## config.mk

```make
export PLATFORM = sky130hd
export DESIGN_NAME = uart_rx_fifo_flat
export DESIGN_NICKNAME = d
export VERILOG_FILES = /design/src/rtl/uart_rx_fifo_if.sv /design/src/rtl/uart_rx_fifo.sv /design/src/flat_wrapper.sv
export SDC_FILE = /design/constraint.sdc
export NUM_CORES = 1
export LEC_CHECK = 0
export BUFFER_PORTS_ARGS = -buffer_cell sky130_fd_sc_hd__buf_2
export CAP_MARGIN = 30
export CORE_UTILIZATION = 50
export CTS_BUF_LIST = sky130_fd_sc_hd__clkbuf_4
export DETAILED_ROUTE_END_ITERATION = 8
export PLACE_DENSITY_LB_ADDON = 0.25
export SLEW_MARGIN = 5
export SYNTH_ARGS = -nofsm -noshare
export SYNTH_HDL_FRONTEND = slang
export SYNTH_SLANG_ARGS = --single-unit
export TNS_END_PERCENT = 20
```

## constraint.sdc

```tcl
create_clock -name clk -period 6.86 [get_ports clk]
set_input_delay 1.372 -clock clk [delete_from_list [all_inputs] [get_ports clk]]
set_output_delay 1.372 -clock clk [all_outputs]
set_load 0.01 [all_outputs]
```

## src/rtl/uart_rx_fifo_if.sv

```systemverilog
// Line-side and register-side signals of the buffered UART receiver.
// state_dbg encodes the receiver FSM (0 IDLE, 1 START, 2 DATA, 3 STOP, 4 BREAK); count_dbg is FIFO occupancy.
interface uart_rx_fifo_if;
  logic       rx;
  logic       data_read;
  logic [7:0] rxdata;
  logic       rxrecv;
  logic       rts;
  logic       overrun;
  logic       framing_err;
  logic [2:0] state_dbg;
  logic [4:0] count_dbg;

  // Handshake: rxdata is valid while rxrecv=1; data_read is a level strobe and the
  // head byte is consumed on its falling edge, so rxdata holds for the whole access.
  modport master (
    output rx, data_read,
    input  rxdata, rxrecv, rts, overrun, framing_err, state_dbg, count_dbg
  );
  modport slave (
    input  rx, data_read,
    output rxdata, rxrecv, rts, overrun, framing_err, state_dbg, count_dbg
  );
endinterface

```

## src/rtl/uart_rx_fifo.sv

```systemverilog
// 8N1 UART receiver feeding a 16-entry show-ahead FIFO with RTS hysteresis.
// Optional feature macro: UART_RX_GLITCH_FILTER_EN (2-of-3 majority bit sampling).
module uart_rx_fifo #(
  parameter int CLK = 24000000,
  parameter int BPS = 115200
) (
  input  logic          clk,
  input  logic          rst,
  uart_rx_fifo_if.slave bus
);
  localparam int          DIVISOR   = (CLK + BPS / 2) / BPS;
  localparam logic [15:0] DIV_LOAD  = 16'(DIVISOR - 1);
  localparam logic [15:0] HALF_LOAD = 16'(DIVISOR / 2 - 1);

  typedef enum logic [2:0] {
    IDLE  = 3'd0,
    START = 3'd1,
    DATA  = 3'd2,
    STOP  = 3'd3,
    BREAK = 3'd4
  } state_t;

  state_t      state, state_n;
  logic        sync1, rxs;
  logic [15:0] cnt, cnt_n;
  logic [2:0]  bitn, bitn_n;
  logic [7:0]  shreg, shreg_n;
  logic        counting, tick, bit_val;
  logic        push, ferr_set;

  always_ff @(posedge clk or posedge rst) begin
    if (rst) begin
      sync1 <= 1'b1;
      rxs   <= 1'b1;
    end else begin
      sync1 <= bus.rx;
      rxs   <= sync1;
    end
  end

  assign counting = (state == START) || (state == DATA) || (state == STOP);

`ifdef UART_RX_GLITCH_FILTER_EN
  // Decision lands one cycle after expiry so the +1 sample is available.
  logic rxs_d1, rxs_d2, tick_q;
  always_ff @(posedge clk or posedge rst) begin
    if (rst) begin
      rxs_d1 <= 1'b1;
      rxs_d2 <= 1'b1;
      tick_q <= 1'b0;
    end else begin
      rxs_d1 <= rxs;
      rxs_d2 <= rxs_d1;
      tick_q <= counting && (cnt == 16'd0);
    end
  end
  assign tick    = tick_q;
  assign bit_val = (rxs & rxs_d1) | (rxs & rxs_d2) | (rxs_d1 & rxs_d2);
`else
  assign tick    = counting && (cnt == 16'd0);
  assign bit_val = rxs;
`endif

  always_ff @(posedge clk or posedge rst) begin
    if (rst) begin
      state <= IDLE;
      cnt   <= 16'd0;
      bitn  <= 3'd0;
      shreg <= 8'h00;
    end else begin
      state <= state_n;
      cnt   <= cnt_n;
      bitn  <= bitn_n;
      shreg <= shreg_n;
    end
  end

  always_comb begin
    state_n  = state;
    cnt_n    = cnt;
    bitn_n   = bitn;
    shreg_n  = shreg;
    push     = 1'b0;
    ferr_set = 1'b0;
    // Free-running bit timer reloads at every expiry so sample spacing stays DIVISOR.
    if (counting) cnt_n = (cnt == 16'd0) ? DIV_LOAD : cnt - 16'd1;
    unique case (state)
      IDLE: begin
        if (!rxs) begin
          cnt_n   = HALF_LOAD;
          state_n = START;
        end
      end
      START: begin
        if (tick) begin
          if (bit_val) begin
            state_n = IDLE;
          end else begin
            bitn_n  = 3'd0;
            state_n = DATA;
          end
        end
      end
      DATA: begin
        if (tick) begin
          shreg_n = {bit_val, shreg[7:1]};
          bitn_n  = bitn + 3'd1;
          if (bitn == 3'd7) state_n = STOP;
        end
      end
      STOP: begin
        if (tick) begin
          if (bit_val) begin
            push    = 1'b1;
            state_n = IDLE;
          end else begin
            ferr_set = 1'b1;
            state_n  = BREAK;
          end
        end
      end
      BREAK: begin
        if (rxs) state_n = IDLE;
      end
      default: state_n = IDLE;
    endcase
  end

  logic [7:0] mem [16];
  logic [3:0] wptr, rptr;
  logic [4:0] count;
  logic       dr_q, rts_q, ovr_q, ferr_q;
  logic       pop_evt, pop, full, do_push, ovr_set;

  assign pop_evt = dr_q & ~bus.data_read;
  assign pop     = pop_evt && (count != 5'd0);
  assign full    = (count == 5'd16);
  // A pop in the same cycle frees the slot, so a full FIFO still accepts the byte.
  assign do_push = push && (!full || pop);
  assign ovr_set = push && full && !pop;

  always_ff @(posedge clk or posedge rst) begin
    if (rst) begin
      for (int i = 0; i < 16; i++) mem[i] <= 8'h00;
      wptr   <= 4'd0;
      rptr   <= 4'd0;
      count  <= 5'd0;
      dr_q   <= 1'b0;
      rts_q  <= 1'b0;
      ovr_q  <= 1'b0;
      ferr_q <= 1'b0;
    end else begin
      dr_q <= bus.data_read;
      if (do_push) begin
        mem[wptr] <= shreg;
        wptr      <= wptr + 4'd1;
      end
      if (pop) rptr <= rptr + 4'd1;
      if (do_push && !pop)      count <= count + 5'd1;
      else if (pop && !do_push) count <= count - 5'd1;
      if (count >= 5'd12)     rts_q <= 1'b1;
      else if (count <= 5'd8) rts_q <= 1'b0;
      if (ovr_set)      ovr_q <= 1'b1;
      else if (pop_evt) ovr_q <= 1'b0;
      if (ferr_set)     ferr_q <= 1'b1;
      else if (pop_evt) ferr_q <= 1'b0;
    end
  end

  assign bus.rxdata      = mem[rptr];
  assign bus.rxrecv      = (count != 5'd0);
  assign bus.rts         = rts_q;
  assign bus.overrun     = ovr_q;
  assign bus.framing_err = ferr_q;
  assign bus.state_dbg   = state;
  assign bus.count_dbg   = count;
endmodule

```

## src/flat_wrapper.sv

```systemverilog
// flat-port wrapper written by rule: the top's interface ports become plain ports
module uart_rx_fifo_flat 
#(
  parameter int CLK = 24000000,
  parameter int BPS = 115200
)
  (clk, rst, bus_rx, bus_data_read, bus_rxdata, bus_rxrecv, bus_rts, bus_overrun, bus_framing_err, bus_state_dbg, bus_count_dbg);
  uart_rx_fifo_if bus_i ();
  input  logic clk;
  input  logic rst;
  input wire logic [$bits(bus_i.rx)-1:0] bus_rx;
  input wire logic [$bits(bus_i.data_read)-1:0] bus_data_read;
  output wire logic [$bits(bus_i.rxdata)-1:0] bus_rxdata;
  output wire logic [$bits(bus_i.rxrecv)-1:0] bus_rxrecv;
  output wire logic [$bits(bus_i.rts)-1:0] bus_rts;
  output wire logic [$bits(bus_i.overrun)-1:0] bus_overrun;
  output wire logic [$bits(bus_i.framing_err)-1:0] bus_framing_err;
  output wire logic [$bits(bus_i.state_dbg)-1:0] bus_state_dbg;
  output wire logic [$bits(bus_i.count_dbg)-1:0] bus_count_dbg;
  assign bus_i.rx = bus_rx;
  assign bus_i.data_read = bus_data_read;
  assign bus_rxdata = bus_i.rxdata;
  assign bus_rxrecv = bus_i.rxrecv;
  assign bus_rts = bus_i.rts;
  assign bus_overrun = bus_i.overrun;
  assign bus_framing_err = bus_i.framing_err;
  assign bus_state_dbg = bus_i.state_dbg;
  assign bus_count_dbg = bus_i.count_dbg;
  uart_rx_fifo #(.CLK(CLK), .BPS(BPS)) u_core (.clk(clk), .rst(rst), .bus(bus_i));
endmodule
```

==> flow_summary.yaml, run 1 <==
worst_setup_path:
  critPathRequiredTime_ps: 5490
  reg2regPathDepth: 13
  crit_type: "reg2out"
  crit_path_frequent_cell: "mux4_2"
  crit_chain: "buf_4 -> mux4_2 -> mux4_2 -> buf_2"
  cp_max_fo: 26
  worst_path_max_delay_cell: "mux4_2"
  path_delay_family: "multiplexers"
  crit_buf_inv: 2
  crit_start: "u_core.rptr[0]"
  setup.worst_path.start_class: "flip-flop"
  r2r-end: "u_core.bus.count_dbg[4]"
  cpPeakStageDelay_ps: 570
  cp.arrival_ps: 2890
  regToRegSetupSlack_ps: 3550
  reg2reg_from: "u_core.cnt[0]"
  crit_path_end_kind: "output pin"
route:
  drtIter0Drc: 216
  vias: 4983
  drt-wirelength-per-cell_um: 20.9
  postRouteAntennaNets: 0
  dr.pass1.iters: 4
  drcViolationCount: 0
  viasPerCell: 6.04
  finalWirelength_mm: 17.2
clocking:
  cts_inserted_buffers: 17
  root_buffer: "clkbuf_4"
  cts_setup_buffers: 0
  hold_buffers: 0
  cts_buffer_depth: 2
  post_cts_resize_count: 0
  cts.clk_slew.worst_paths_ps: 140
  cts_tree: "built"
  clk_latency_ps: 580
  htreeDepth: 4
  cts_sinks: 177
run:
  cap_violations: 0
final_layout:
  regArea_um2: 4430
  area_growth_pct: 7.48
  drive_above_1_share_pct: 42.7
  fin_nets: 610
  nFillCells: 1386
  finish.instance_area_um2: 9130
  final_util_pct: 55.1
  multi_input_area_um2: 3890
global_routing:
  grt_start_max_net_pins: 99
  grt_overflow: 0
  track_usage_pct: 21.1
  antenna_found_initial: 1
  grt_pass1_vias: 5054
  grt_pass1_wl_mm: 28.0
sta:
  drv_slew: 0
  slew_headroom_pct: 36.2
  fin_crit_sh_pct: 62.1
  hold_ws_ps: 382
  fmax_ghz: 0.235
  fin_skew_ps: 13.8
  tns_ps: 0
  layout_min_cycle_time_ps: 4260
  grt_setup_unrepaired: "no"
  hold_violations: 0
  setup_viol: 0
  worst_slew_pin_slew_ps: 955
logic_synthesis:
  synthCells: 575
  yosys_warnings: 0
  synth_top_area_share_pct: 51.5
  synth-seq-cells: 177
  synth_edf_count: 0
  synth_nets: 593
  synth_top_cells_by_area: "dfrtp_1 (52%), mux2_2 (16%), mux4_2 (11%)"
  yosys.area.top_type: "dfrtp_1"
  ys_types: 49
  syn-cell-area_um2: 8500
  synthFlopType: "dfrtp_1"
  async_reset_ff_share_pct: 100
  yosysSeqAreaShare_pct: 52.1
  synth.avg_cell_area_um2: 14.8
power:
  power_density_nw_per_um2: 183
  ir_worst_vdd_uv: 96.9
  leakagePower_nw: 4.38
placed_design:
  numPortBuffers: 23
  dpl_cell_area_um2: 8790
  place.gp.congestion: 0.761
  place_hpwl_mm: 11.0
floorplan:
  io_pins: 24
  core-area_um2: 16600
  die_x_um: 132
  initial_utilization_pct: 51.2
  dieArea_um2: 17500
  die_h_um: 132
  num_rows: 47
worst_hold_path:
  min_delay_path_depth: 0
  hold_end: "u_core.bit_val"
  min_from: "u_core.sync1"
  hp-class: "reg2reg"
outcome:
  status: "completed"
==> placed cells by master, fill, tap and decap left out, drive strengths merged, types with 2 or more instances in the layout <==
cell,netlist,routed
dfrtp,175,175
mux2,139,139
mux4,40,40
buf,11,30
nand4,21,21
clkbuf,21,19
nand2,16,16
a21oi,15,15
ha,13,13
nor2,11,11
inv,10,10
o21ai,9,9
xnor2,9,9
or4,8,8
nand3,8,8
or3,7,7
a21o,6,6
a31oi,6,6
nor3,5,5
o31ai,5,5
xor2,5,5
clkinv,0,5
nor4b,4,4
clkinvlp,0,4
nor4,4,4
nor2b,3,3
and2,3,3
bufinv,0,3
nand2b,2,2
o31a,2,2
o221a,2,2
or2,2,2
o21a,2,2
dfstp,2,2
==> cell type report <==
type	instances	share of cell area [%]
Clock buffer	19	1.56
Sequential cell	177	48.5
Tap cell	220	3.01
Inverter	10	0.466
Multi-Input combinational cell	356	42.6
Timing Repair Buffer	30	2.25
Clock inverter	12	1.56
Antenna cell	1	0.0274
==> stage by stage <==
step                std cells  power (mW)  setup slack, ps
finish                    825        1.67             2600
global route              825        1.73             2420
CTS                       821        1.69             2520
detailed placement        790        1.09             3070
global placement          790        1.09             3200
floorplan                 575        1.08              689
==> Yosys cell counts (7+ instances only) <==
master	number
a21oi_1	15
clkbuf_1	21
dfrtp_1	175
ha_1	13
inv_1	10
mux2_1	15
mux2_2	124
mux4_2	40
nand2_1	15
nand3_1	7
nand4_2	7
nand4_4	9
nor2_1	11
o21ai_0	9
or3_1	7
or4_1	8
xnor2_1	9
==> cells by family after synthesis <==
group                      share of synthesized area [%]
AOI/OAI and AO/OA                                   3.78
buffers and inverters                               2.15
muxes                                               29.1
xor gates and xnor gates                            1.44
and+or+nand+nor                                     9.19
DFF                                                 52.1
adders and majority gates                           2.15
==> state kept, by name, indices dropped and copies added (netlist names) <==
signal	flops
u_core.cnt	16
u_core.mem	128
u_core.bus.count_dbg	5
u_core.bus.state_dbg	3
u_core.shreg	8
u_core.bus.rts	1
u_core.bus.overrun	1
u_core.wptr	4
u_core.bus.framing_err	1
u_core.sync1	1
u_core.rptr	4
u_core.dr_q	1
u_core.bitn	3
u_core.bit_val	1
==> how the worst max path moves through the flow <==
stage | to | depth (start not counted)
floorplan | u_core.bitn[0] | 1
global placement | u_core.bus.count_dbg[4] | 12
detailed placement | u_core.bus.count_dbg[4] | 12
CTS | bus_rxdata[6] | 4
global route | bus_rxdata[0] | 4
finish | bus_rxdata[6] | 4
==> worst reg2reg max path: stages, from the launching register on <==
cell     delay, ps
dfrtp_1        430
inv_1           90
ha_1           130
or4b_2         640
nor4_1         200
buf_2          230
and2_1         150
ha_1           160
inv_1          110
fa_1           420
a21o_1         170
a21oi_1        170
mux2i_1        230
xnor2_1        130
==> where the power goes <==
| part | switching [mW] | internal [mW] | leakage [nW] | total (mW) |
|---|---|---|---|---|
| Clock | 0.344 | 0.254 | 0.145 | 0.597 |
| Combinational | 0.0220 | 0.00507 | 1.80 | 0.0271 |
| Sequential | 0.000913 | 1.04 | 2.43 | 1.05 |
==> layer usage <==
layer | routed length (µm) | GRT usage [%] | up-vias
met1 | 7740 | 28.7 | 2692
met3 | 562 | 4.11 | 14
met4 | 192 | 6.32 | 0
met5 | 0 | 0 | -
li1 | - | - | 2208
met2 | 8720 | 34.6 | 69
(Power assumes the default switching activity.)
==> run 2: changes to the inputs <==
Clock period 6.86 ns to 4.1 ns, I/O delays scaled along.
==> run 2 against run 1 <==
Effect of this change:
- cell count decreased by 0.24%
- final area increased by 0.29%
- critical endpoint is now bus_rxdata[7]
- clock power increased by 83%
- largest power group unchanged
- routed wire length decreased by 8.1%
- count of clock-buffer cells in the layout unchanged
- critical path depth unchanged
- via count decreased by 3.4%
==> flow_summary.yaml, run 2 (synthesized netlist as in run 1, its figures left out) <==
final_layout:
  layout_commonest_cell: "dfrtp_1"
  largestRegisters: "u_core.mem (128), u_core.cnt (16), u_core.shreg (8)"
  diodes: 0
  largest_register_ffs: 128
  fin_nets: 608
  drive_above_1_share_pct: 43.0
  fin_cells: 823
  nFillCells: 1354
  layout_common_cells: "dfrtp_1 (174), mux2_2 (124), mux4_2 (40), buf_2 (23), clkbuf_4 (19)"
  finish.instance_area_um2: 9160
  top_register: "u_core.mem"
  area_growth_pct: 7.79
run:
  cap_violations: 0
sta:
  hold_violations: 0
  worst_slew_pin_slew_ps: 952
  slew_headroom_pct: 36.4
  tns_ps: 0
  fin_skew_ps: 20.8
  setup_viol: 0
  layout_min_cycle_time_ps: 3540
  drv_slew: 0
  fin_crit_sh_pct: 86.3
  grt_setup_unrepaired: "no"
  fmax_ghz: 0.283
worst_setup_path:
  critPathRequiredTime_ps: 3280
  cp.arrival_ps: 2720
  crit_type: "reg2out"
  cp_max_fo: 26
  crit_path_end_kind: "output pin"
  setup.worst_path.start_class: "flip-flop"
clocking:
  cts.clk_slew.worst_paths_ps: 130
  cts_buffer_depth: 2
  cts_inserted_buffers: 17
  htreeDepth: 4
  post_cts_resize_count: 0
  cts_setup_buffers: 0
  root_buffer: "clkbuf_4"
  clk_latency_ps: 570
  hold_buffers: 0
  cts_sinks: 177
  cts_tree: "built"
placed_design:
  place.gp.congestion: 0.765
  numPortBuffers: 23
  dp_cells: 791
  place_hpwl_mm: 10.6
  dpl_cell_area_um2: 8830
global_routing:
  grt_overflow: 0
  antenna_found_initial: 0
  grt_pass1_vias: 5049
  grt_pass1_wl_mm: 26.9
  grt_start_max_net_pins: 178
  track_usage_pct: 19.7
route:
  finalWirelength_mm: 15.8
  drtIter0Drc: 276
  dr.pass1.iters: 4
  drt-wirelength-per-cell_um: 19.2
  vias: 4816
  viasPerCell: 5.85
  drcViolationCount: 0
  postRouteAntennaNets: 0
floorplan:
  io_pins: 24
  core-area_um2: 16600
  initial_utilization_pct: 51.2
  num_rows: 47
  die_h_um: 132
  dieArea_um2: 17500
  die_x_um: 132
power:
  power_density_nw_per_um2: 315
  ir_worst_vdd_uv: 172
  leakagePower_nw: 4.38
outcome:
  status: "completed"
worst_hold_path:
  hp-class: "in2reg"
[run 2: changes by cell type in the layout (fill, tap and decap cells not counted), sizes merged]
| cell | delta |
|---|---|
| bufinv | +1 |
| clkinv | +1 |
| diode | -1 |
| inv | -1 |
| buf | -2 |
[run 2: per-stage QoR]
stage / power [mW] / hold WS [ps] / utilization, % / setup slack (ps)
CTS: 2.92 / 302 / 55.2 / 471
global route: 3.00 / 295 / 55.2 / 407
finish: 2.88 / 349 / 55.2 / 562
detailed placement: 1.82 / 350 / 53.2 / 810
floorplan: 1.81 / 345 / - / 754
global placement: 1.82 / 349 / 53.2 / 902
[run 2: report_power, final]
part | switching (mW) | internal, mW | leakage (nW)
clock | 0.596 | 0.498 | 0.169
combinational | 0.0351 | 0.00424 | 1.78
sequential | 0.00157 | 1.75 | 2.43
[run 2: final cells by class]
class | count | area [µm²] | share of cell area [%]
Clock buffer | 19 | 143 | 1.56
Clock inverter | 13 | 188 | 2.05
Inverter | 10 | 41.3 | 0.451
Multi-Input combinational cell | 356 | 3890 | 42.5
Sequential cell | 177 | 4430 | 48.4
Tap cell | 220 | 275 | 3.01
Timing Repair Buffer | 28 | 190 | 2.08
[run 2: final timing paths]
path                                start  slack (ps)  cells past startpoint                       to
max                        u_core.rptr[0]         560                      4            bus_rxdata[7]
min                                bus_rx         350                      1             u_core.sync1
max reg2reg                 u_core.cnt[0]         750                     13  u_core.bus.count_dbg[4]
min reg2reg                  u_core.sync1         370                      0           u_core.bit_val
max in group asynchronous             rst        2910                      3           u_core.rptr[0]
min in group asynchronous             rst         510                      3          u_core.mem[112]
[run 2: critical path, cell delays in order (launching register included)]
cell,delay (ps)
dfrtp_2,630
buf_12,290
mux4_2,580
mux4_2,490
buf_2,160
[run 2: routing by layer]
metal / global-route usage, % / routed length [µm] / vias to the layer above
li1: - / - / 2205
met1: 27.9 / 7470 / 2540
met2: 30.8 / 7800 / 59
met3: 4.04 / 398 / 12
met4: 5.81 / 150 / 0
met5: 0 / 0 / -
==> run 3: changes to the inputs <==
Settings changed: ABC_AREA set to 1.
==> run 3 against run 2 <==
Effect of this change:
- routed wire length up 57%
- final area is 6.1% higher
- synthesized cell count is 110% higher
- sequential share of layout area decreased by 2.8 points
- via count up 70%
- clock power rose by 4%
- synthesized area up 8.5%
- sequential power rose by 6%
- fmax increased by 4.7%
- flip-flop and latch count unchanged
==> flow_summary.yaml, run 3 <==
logic_synthesis:
  synth-xor-area-share_pct: 0.950
  yosysSeqAreaShare_pct: 48.1
  synth.avg_cell_area_um2: 7.79
  synthMostInstantiatedCell: "nand2_1"
  yosys.area_share.simple_pct: 35.0
  synth_edf_count: 0
  synth-seq-cells: 177
  synth_adder_area_share_pct: 1.98
  syn-cell-area_um2: 9220
  synth_top_cells_by_area: "dfrtp_1 (48%), nand2_1 (15%), nand4_1 (8.9%)"
  ys_types: 35
  muxShareOfSynthArea_pct: 0
  synth_top_area_share_pct: 47.5
  async_reset_ff_share_pct: 100
  synth_nets: 1201
  synthFlopType: "dfrtp_1"
  synth_compound_area_share_pct: 7.76
  yosys.area.top_type: "dfrtp_1"
  synthCells: 1183
  synth_top_family_by_area: "simple AND/OR/NAND/NOR gates"
  synthTopCellsByCount: "nand2_1 (367), dfrtp_1 (175), nor2_1 (158)"
  yosys_warnings: 0
clocking:
  cts_buffer_depth: 2
  post_cts_resize_count: 0
  hold_buffers: 0
  cts_setup_buffers: 0
  cts_tree: "built"
  cts.clk_slew.worst_paths_ps: 140
  cts_inserted_buffers: 17
  clk_latency_ps: 590
  htreeDepth: 4
  cts_sinks: 177
  root_buffer: "clkbuf_4"
global_routing:
  antenna_found_initial: 0
  grt_pass1_vias: 7467
  grt_pass1_wl_mm: 39.7
  grt_overflow: 0
  track_usage_pct: 27.4
  grt_start_max_net_pins: 146
worst_setup_path:
  crit_chain: "inv_2 -> buf_4 -> nor2_1 -> nor2_1 -> o21ai_0 -> o211ai_1 -> nand3_1 -> nand2_1 -> buf_2"
  r2r-end: "u_core.bus.count_dbg[4]"
  cpPeakStageDelay_ps: 440
  worst_path_max_delay_cell: "inv_2"
  regToRegSetupSlack_ps: 1170
  reg2reg_from: "u_core.cnt[0]"
  crit_path_end_kind: "output pin"
  reg2regPathDepth: 18
  crit_path_frequent_cell: "nor2_1"
  setup.worst_path.start_class: "flip-flop"
  crit_type: "reg2out"
  cp.arrival_ps: 2560
  critPathRequiredTime_ps: 3280
  cp_max_fo: 38
floorplan:
  io_pins: 24
  dieArea_um2: 19000
  core-area_um2: 18000
  die_x_um: 138
  die_h_um: 138
  initial_utilization_pct: 51.1
  num_rows: 49
sta:
  fmax_ghz: 0.296
  fin_skew_ps: 22.0
  setup_viol: 0
  hold_violations: 0
  drv_slew: 0
  fin_crit_sh_pct: 82.4
  slew_headroom_pct: 33.8
  timing.final.ws_setup_ps: 720
  layout_min_cycle_time_ps: 3380
  grt_setup_unrepaired: "no"
  tns_ps: 0
  worst_slew_pin_slew_ps: 993
worst_hold_path:
  min_from: "bus_rx"
  min_delay_path_depth: 1
  hp-class: "in2reg"
  hold_end: "u_core.sync1"
route:
  drt-wirelength-per-cell_um: 17.6
  met3WireLength_mm: 1.52
  postRouteAntennaNets: 0
  finalWirelength_mm: 24.8
  dr.pass1.iters: 5
  drcViolationCount: 0
  vias: 8199
  wl_met2_mm: 11.2
  drtIter0Drc: 738
  viasPerCell: 5.83
  wl_met1_mm: 11.4
  top_layer: "met4"
final_layout:
  area_growth_pct: 5.42
  top_register: "u_core.mem"
  fin_cells: 1407
  largest_register_ffs: 128
  layout_common_cells: "nand2_1 (366), dfrtp_1 (174), nor2_1 (158), nand4_1 (131), o21ai_0 (77)"
  fin_nets: 1182
  layout_commonest_cell: "nand2_1"
  finish.instance_area_um2: 9720
  largestRegisters: "u_core.mem (128), u_core.cnt (16), u_core.shreg (8)"
  drive_above_1_share_pct: 7.14
placed_design:
  place.gp.congestion: 0.885
  numPortBuffers: 23
  pre_cts_ws_ps: 1120
  dp_cells: 1374
  place_hpwl_mm: 15.4
  dpl_cell_area_um2: 9380
power:
  ir_worst_vdd_uv: 395
  leakagePower_nw: 5.02
  power_density_nw_per_um2: 470
run:
  cap_violations: 0
outcome:
  status: "completed"
run 3: cell count changes after synthesis, moves of 56 or more:
cell     delta
mux2_2    -124
nand2_1   +352
nand3_1    +56
nand4_1   +126
nor2_1    +147
o21ai_0    +68
run 3: final cells by class:
class,count,area [µm²]
Antenna cell,1,2.50
Inverter,50,191
Sequential cell,177,4430
Tap cell,229,287
Multi-Input combinational cell,882,4220
Clock inverter,15,205
Fill cell,1712,8310
Clock buffer,17,128
Timing Repair Buffer,36,250
run 3: worst max-delay path, delay by kind of cell, from the launching register on:
| family | cells | cell delay, ps |
|---|---|---|
| AO/OA/AOI/OAI | 2 | 280 |
| buffers and inverters | 3 | 920 |
| flip-flops | 1 | 430 |
| AND/OR/NAND/NOR | 4 | 350 |
run 3: per-layer routing:
layer	GRT usage, %	vias up
met4	9.60	0
met3	3.72	39
li1	-	3957
met1	39.2	3906
met5	0	-
met2	42.5	297
run 3: cells by family after synthesis:
| group | count (synthesis) |
|---|---|
| AOI/OAI and AO/OA | 124 |
| adders and majority gates | 14 |
| buffers and inverters | 124 |
| and+or+nand+nor | 734 |
| DFF | 177 |
| xor gates and xnor gates | 10 |
run 3: power breakdown:
part	switching, mW	total (mW)	internal, mW	leakage [nW]
combinational	1.08	1.57	0.490	2.44
sequential	0.0664	1.86	1.80	2.41
clock	0.642	1.13	0.491	0.169
run 3: worst max path at each step:
stage              startpoint                 endpoint  slack, ps
2_1_floorplan             rst           u_core.bitn[0]       1020
3_3_place_gp    bus_data_read  u_core.bus.count_dbg[4]       1270
3_5_place_dp    bus_data_read  u_core.bus.count_dbg[4]       1120
4_1_cts        u_core.rptr[0]            bus_rxdata[3]        680
5_1_grt        u_core.rptr[0]            bus_rxdata[5]        470
6_report       u_core.rptr[0]            bus_rxdata[7]        720
run 3: stage by stage:
stage	power [mW]	hold WS [ps]	utilization [%]
final	4.57	322	53.9
after global routing	4.84	277	53.9
after CTS	4.57	290	53.9
after detailed placement	3.45	349	52.1
after global placement	3.44	347	52.1
after floorplan	2.91	345	-
